### src/rtl/alu_md_seq.sv
// Iterative unsigned multiply/divide sequencer that borrows the execute-stage ALU
// for one add or subtract per cycle, plus single-cycle HI/LO writes.
module alu_md_seq #(
  parameter int WIDTH = 32,
  parameter int ITER  = 32
) (
  input  logic             clk,
  input  logic             reset,
  input  logic             Start,
  input  logic [1:0]       MDOp,
  input  logic [WIDTH-1:0] A,
  input  logic [WIDTH-1:0] B,
  input  logic [WIDTH-1:0] alu_Result,
  output logic [WIDTH-1:0] alu_A,
  output logic [WIDTH-1:0] alu_B,
  output logic [2:0]       alu_ALUOp,
  output logic             Busy,
  output logic [WIDTH-1:0] HI,
  output logic [WIDTH-1:0] LO,
  output logic [1:0]       dbg_state
);

  localparam int CW = $clog2(ITER);

  typedef enum logic [1:0] {
    S_IDLE = 2'b00,
    S_MUL  = 2'b01,
    S_DIV  = 2'b10
  } state_t;

  localparam logic [2:0] OP_ADD = 3'b010;
  localparam logic [2:0] OP_SUB = 3'b011;

  state_t            state, state_nxt;
  logic [CW-1:0]     cnt;
  logic [WIDTH-1:0]  p, q, m, d, r;
  logic [WIDTH-1:0]  p_nxt, q_nxt, r_nxt;
  logic [WIDTH-1:0]  s_div;
  logic [WIDTH:0]    sum;
  logic              carry, borrow;
  logic              last;

  assign last      = (cnt == CW'(ITER - 1));
  assign dbg_state = state;

  // State register
  always_ff @(posedge clk) begin
    if (reset) state <= S_IDLE;
    else       state <= state_nxt;
  end

  // Next-state logic; Start is only looked at while idle
  always_comb begin
    state_nxt = state;
    case (state)
      S_IDLE: begin
        if (Start && MDOp == 2'b00)      state_nxt = S_MUL;
        else if (Start && MDOp == 2'b01) state_nxt = S_DIV;
      end
      S_MUL, S_DIV: if (last) state_nxt = S_IDLE;
      default: state_nxt = S_IDLE;
    endcase
  end

  // Outputs: ALU drive and Busy
  always_comb begin
    alu_A     = '0;
    alu_B     = '0;
    alu_ALUOp = 3'b000;
    Busy      = 1'b0;
    case (state)
      S_MUL: begin
        alu_A     = p;
        alu_B     = m;
        alu_ALUOp = OP_ADD;
        Busy      = 1'b1;
      end
      S_DIV: begin
        alu_A     = s_div;
        alu_B     = d;
        alu_ALUOp = OP_SUB;
        Busy      = 1'b1;
      end
      default: ;
    endcase
  end

  // One shift-add (multiply) or restoring-subtract (divide) step per cycle.
  // The ALU only returns 32 bits, so the 33rd bit is rebuilt from compares.
  always_comb begin
    s_div  = {r[WIDTH-2:0], q[WIDTH-1]};
    carry  = (alu_Result < p);
    borrow = (s_div < d);
    sum    = q[0] ? {carry, alu_Result} : {1'b0, p};
    p_nxt  = p;
    q_nxt  = q;
    r_nxt  = r;
    case (state)
      S_MUL: begin
        p_nxt = sum[WIDTH:1];
        q_nxt = {sum[0], q[WIDTH-1:1]};
      end
      S_DIV: begin
        if (r[WIDTH-1] | ~borrow) begin
          r_nxt = alu_Result;
          q_nxt = {q[WIDTH-2:0], 1'b1};
        end else begin
          r_nxt = s_div;
          q_nxt = {q[WIDTH-2:0], 1'b0};
        end
      end
      default: ;
    endcase
  end

  // Working registers and HI/LO; HI/LO change only on mthi/mtlo or completion
  always_ff @(posedge clk) begin
    if (reset) begin
      p   <= '0;
      q   <= '0;
      m   <= '0;
      d   <= '0;
      r   <= '0;
      cnt <= '0;
      HI  <= '0;
      LO  <= '0;
    end else begin
      case (state)
        S_IDLE: begin
          if (Start) begin
            case (MDOp)
              2'b00: begin
                m   <= A;
                q   <= B;
                p   <= '0;
                cnt <= '0;
              end
              2'b01: begin
                d   <= B;
                q   <= A;
                r   <= '0;
                cnt <= '0;
              end
              2'b10: HI <= A;
              default: LO <= A;
            endcase
          end
        end
        S_MUL: begin
          p   <= p_nxt;
          q   <= q_nxt;
          cnt <= cnt + 1'b1;
          if (last) begin
            HI <= p_nxt;
            LO <= q_nxt;
          end
        end
        S_DIV: begin
          r   <= r_nxt;
          q   <= q_nxt;
          cnt <= cnt + 1'b1;
          if (last) begin
            HI <= r_nxt;
            LO <= q_nxt;
          end
        end
        default: ;
      endcase
    end
  end

endmodule

### config.mk
export PLATFORM = sky130hd
export DESIGN_NAME = alu_md_seq
export DESIGN_NICKNAME = d
export VERILOG_FILES = /design/src/rtl/alu_md_seq.sv
export SDC_FILE = /design/constraint.sdc
export NUM_CORES = 1
export LEC_CHECK = 0
export ABC_AREA = 1
export CORE_ASPECT_RATIO = 0.8
export CORE_MARGIN = 2
export CORE_UTILIZATION = 45
export DETAILED_ROUTE_END_ITERATION = 10
export PLACE_DENSITY = 0.78
export SYNTH_ARGS = -nofsm -noshare
export SYNTH_HDL_FRONTEND = slang
export SYNTH_SLANG_ARGS = --single-unit
### constraint.sdc
create_clock -name clk -period 2.69 [get_ports clk]
set_clock_uncertainty 0.05 [all_clocks]
set_input_delay 0.538 -clock clk [delete_from_list [all_inputs] [get_ports clk]]
set_output_delay 0.538 -clock clk [all_outputs]
set_load 0.05 [all_outputs]
Word-level counts from Yosys, hierarchy flattened
Cells that the tools add are included.

storage, ports and cells
  register bits after elaboration = 231
  input bits = 101
  word-level logic and storage cells = 83

operators by class
  $add $sub $neg = 1
  magnitude comparators = 2
  equality and inequality tests = 16
  mux-type cells = 33
  bitwise logic cells = 2
  reductions and logical operators = 20

operators by type and width
  kind                 count
  $mux 32              14
  $pmux 32 s2          7
  $pmux 32 s3          1
  $lt 32x32->1         2
  $mux 33              1
  $reduce_and 3->1     6
  $ne 2x2->1 const B   7
  $mux 5               2
  $pmux 5 s2           1
  $pmux 2 s2           2
  $mux 2               3
  $ne 3x3->1 const B   2
  $reduce_bool 2->1    3
  $add 5x1->5 const B  1
  $eq 5x5->1 const B   1
  $reduce_and 5->1     1
  $eq 2x1->1 const B   2
  $eq 2x2->1 const B   2
  $logic_not 2->1      2
  $ne 2x1->1 const B   2
  $reduce_and 4->1     1
  $reduce_or 2->1      2
  $reduce_bool 3->1    1
  $reduce_or 3->1      1
  5 further kinds      7

Depth between registers and ports, before layout
  depth in word-level cells = 7
  mapped depth = 19
  mapped depth without buffers = 18

Worst setup path before layout
No wires, ideal clock.

  path kind = register -> output
  start point = reg state[0] (netlist: dbg_state[0])
  end point = out alu_A[0]
  arrival = 3.028 ns
  data required time = 2.102 ns
  slack = -0.926 ns
  stages on the path, launching flop included = 9
  buffers on the path = 4
  path through = dfxtp_1 inv_1 ha_1 buf_4 inv_2 buf_2 clkbuf_1 buf_1 a21oi_1

between the ends
  cells in the longest elaborated chain, start to end = 2
  elaborated cells on any way between the ends = 3
  classes of those cells = eq/ne (2); mux (1)

ends and longest elaborated chain
  item                                             RTL line  RTL
  start: declaration                               34        state_t state, state_nxt;
  start signal: assignment                         49        else state <= state_nxt;
  $eq 2x2->1 / $eq 2x1->1 (equally long branches)  71        case (state)
  $pmux 32 s2 *                                    71
  end: declaration                                 14        output logic [WIDTH-1:0] alu_A,

Every way passes the cells marked *; elsewhere a longest branch is shown, timed or not.

Worst setup path after layout
  start point = reg state[0] (netlist: dbg_state[0])
  end point = out alu_A[10]

Same word-level chain as after synthesis.

==> results.sh <==
export IMPL_synthAdderAreaFrac_pct=6.56
export IMPL_synth_cell_types=35
export IMPL_post_cts_buffers=0
export IMPL_finalWorstSetupSlack_ps=-38.8
export IMPL_clk_latency_ps=540
export IMPL_place_hpwl_um=32600
export IMPL_design_area_mm2=0.0179
export IMPL_dpl_instance_area_mm2=0.0169
export IMPL_arrival_ps=2140
export IMPL_clock_sinks=231
export IMPL_synthArstFlopShare_pct=0
export IMPL_grt_busiest_layer="met2"
export IMPL_holdWs_ps=431
export IMPL_dp_cells=2445
export IMPL_violations="setup timing"
export IMPL_die_w_um=192
export IMPL_io_pins=235
export IMPL_synth_enable_flop_cells=0
export IMPL_fin_crit_ps=2730
export IMPL_antenna_found_initial=1
export IMPL_rsz0062_at_grt="true"
export IMPL_slowest_delay_ps=380
export IMPL_cts_tree="done"
export IMPL_yosysMostFrequentCell="nand2_1"
export IMPL_final_period_utilization_pct=101
export IMPL_clock_fmax_ghz=0.366
export IMPL_area_delta_synth_final_pct=39.8
export IMPL_critPathSlowestCell="dfxtp_4"
export IMPL_grt_use_met1_pct=40.5
export IMPL_power_w=0.0224
export IMPL_synth_xor_area_share_pct=0
export IMPL_instances_no_fill=2495
export IMPL_power_leakage_nw=7.46
export IMPL_cts_path_max_buffers=3
export IMPL_hold_viol_final=0
export IMPL_worstMarginPinSlew_ps=1010
export IMPL_synth_simple_area_share_pct=22.8
export IMPL_peakVddDrop_v=0.000999
export IMPL_drv_slew=0
export IMPL_worstPathCellList="clkinvlp_4, ha_4, inv_6, buf_16, a21oi_4, buf_12"
export IMPL_ant_nets=0
export IMPL_ys_top_cells_by_count="nand2_1 (469), a21oi_1 (267), o21ai_0 (234)"
export IMPL_synth_top_family_by_area="compound AO/OA/AOI/OAI gates"
export IMPL_drt_pass1_iterations=8
export IMPL_grt_first_pass_wirelength_um=71400
export IMPL_die_area_mm2=0.0298
export IMPL_status="finished, violations left"
export IMPL_synth_seq_area_share_pct=36.2
export IMPL_synthFlopType="dfxtp_1"
export IMPL_synth_fp_nets=2102
export IMPL_core_mm2=0.0281
export IMPL_yosysTopAreaCell="dfxtp_1"
export IMPL_cts_buffers=26
export IMPL_worst_ep_required_time_ps=2100
export IMPL_grt_use_total_pct=30.2
export IMPL_synth_cells=1934
export IMPL_rows=55
export IMPL_maxSlewHeadroom_pct=32.5
export IMPL_synthMuxAreaShare_pct=0
export IMPL_critical_path_class="flop to output pin"
export IMPL_htreeDepth=1
export IMPL_setup_viol=9
export IMPL_synth_top_cells_by_area="dfxtp_1 (36%), nand2_1 (14%), a21oi_1 (10%)"
export IMPL_synth_warnings=0
export IMPL_use_met2_pct=48.2
export IMPL_die_height_um=155
export IMPL_wirelength_um=45900
export IMPL_path_clk_slew_ps=60
export IMPL_synth_area_mm2=0.0128
export IMPL_maxCapViolCount=0
export IMPL_critPathLaunchType="flop"
export IMPL_initial_utilization_pct=45.4
export IMPL_grt_max_degree=79
export IMPL_use_met3_pct=5.76
export IMPL_wl_per_cell_um=18.4
export IMPL_worstPathMaxFanout=35
export IMPL_yosys_area_top_type_share_pct=36.2
export IMPL_avgSynthCellArea_um2=6.61
export IMPL_drtIter0Drc=1389
export IMPL_portBuffers=233
export IMPL_fin_nets=2272
export IMPL_drive_gt1_share_pct=12.7
export IMPL_grt_overflow_total=0
export IMPL_drc=0
export IMPL_hold_class="flop to flop"
export IMPL_num_vias=14043
export IMPL_p_per_area_mw_per_mm2=1250
export IMPL_post_place_ws_ps=54.2
export IMPL_grt_pass1_vias=13285
export IMPL_critPathCaptureType="output pin"
export IMPL_ys_ff_latch=231
export IMPL_gp_congestion=0.894
export IMPL_vias_per_cell=5.63
export IMPL_synth_compound_area_share_pct=24.5
export IMPL_root_buffer="clkbuf_16"
-- worst paths after layout --
kind	from	endpoint	slack, ps	cells after the start
setup / recovery	dbg_state[0]	alu_A[10]	-40	6
hold / removal	d[2]	d[2]	430	2
setup reg to reg	d[15]	HI[30]	290	16
hold reg to reg	d[2]	d[2]	430	2
-- sequential cells by signal, indices dropped and copies added, names as in the netlist --
register,cells
LO,32
r,32
p,32
cnt,5
HI,32
m,32
q,32
d,32
dbg_state,2
-- power breakdown --
part           leakage, nW  total, W  internal (W)  switching (W)
clock network        0.444   0.00367       0.00220        0.00147
logic                 5.13    0.0134       0.00420        0.00917
registers             1.89   0.00534       0.00456       0.000772
total                 7.46    0.0224        0.0110         0.0114
-- area by class of cell --
type                       count  area [um2]
timing repair buffer         275        3550
sequential                   231        4630
multi-input combinational   1386        7640
antenna                        1        2.50
inverter                     184         702
fill                        2410       10300
tap                          370         463
clock inverter                11         109
clock buffer                  37         774
-- critical path, delay by kind of cell, from the launching register on --
family | cells | cell delay (ps)
adders and majority gates | 1 | 330
DFF | 1 | 380
buffers and inverters | 4 | 560
AOI/OAI and AO/OA | 1 | 250
-- kinds of logic (layout without fill, tap and decap cells) --
| kind of cell | Yosys count | in the layout |
|---|---|---|
| AOI/OAI and AO/OA | 580 | 580 |
| adders and majority gates | 67 | 67 |
| buffers and inverters | 317 | 507 |
| DFF | 231 | 231 |
| other | 1 | 2 |
| and+or+nand+nor | 738 | 738 |
-- cells in the final DEF (no fill, tap or decap), drive strengths merged --
cell / count
dfxtp: 231
clkinvlp: 1
nor4: 3
buf: 108
clkinv: 9
o21ai: 242
nor3: 67
nand3: 8
o21a: 2
clkdlybuf4s50: 166
o211a: 1
a211oi: 1
a22oi: 1
o211ai: 34
nor2: 184
a31o: 30
inv: 183
clkbuf: 38
bufinv: 2
o22ai: 2
ha: 67
conb: 1
nand2: 473
and3: 1
nand4: 2
diode: 1
a21oi: 267
-- per-layer routing --
| metal | up-vias | routed length [um] |
|---|---|---|
| met5 | - | 0 |
| met4 | 0 | 1680 |
| met3 | 108 | 4520 |
| met2 | 742 | 20600 |
| met1 | 6497 | 19000 |
| li1 | 6696 | - |
-- through the flow --
stage	TNS, ps	util [%]
6_report	-194	63.5
5_1_grt	-293	63.5
4_1_cts	-23.2	63.2
3_5_place_dp	0	60.0
3_3_place_gp	0	60.0
2_1_floorplan	0	-
-- timing repair --
item / CTS / global route
gates cloned: 0 / 1
endpoints found under the setup margin: 4 / 63
resized for setup: 3 / 8
endpoints found under the hold margin: 0 / 0
pin swaps: 1 / 1
hold buffers: 0 / 0
Power figures use the tool's default switching activity.
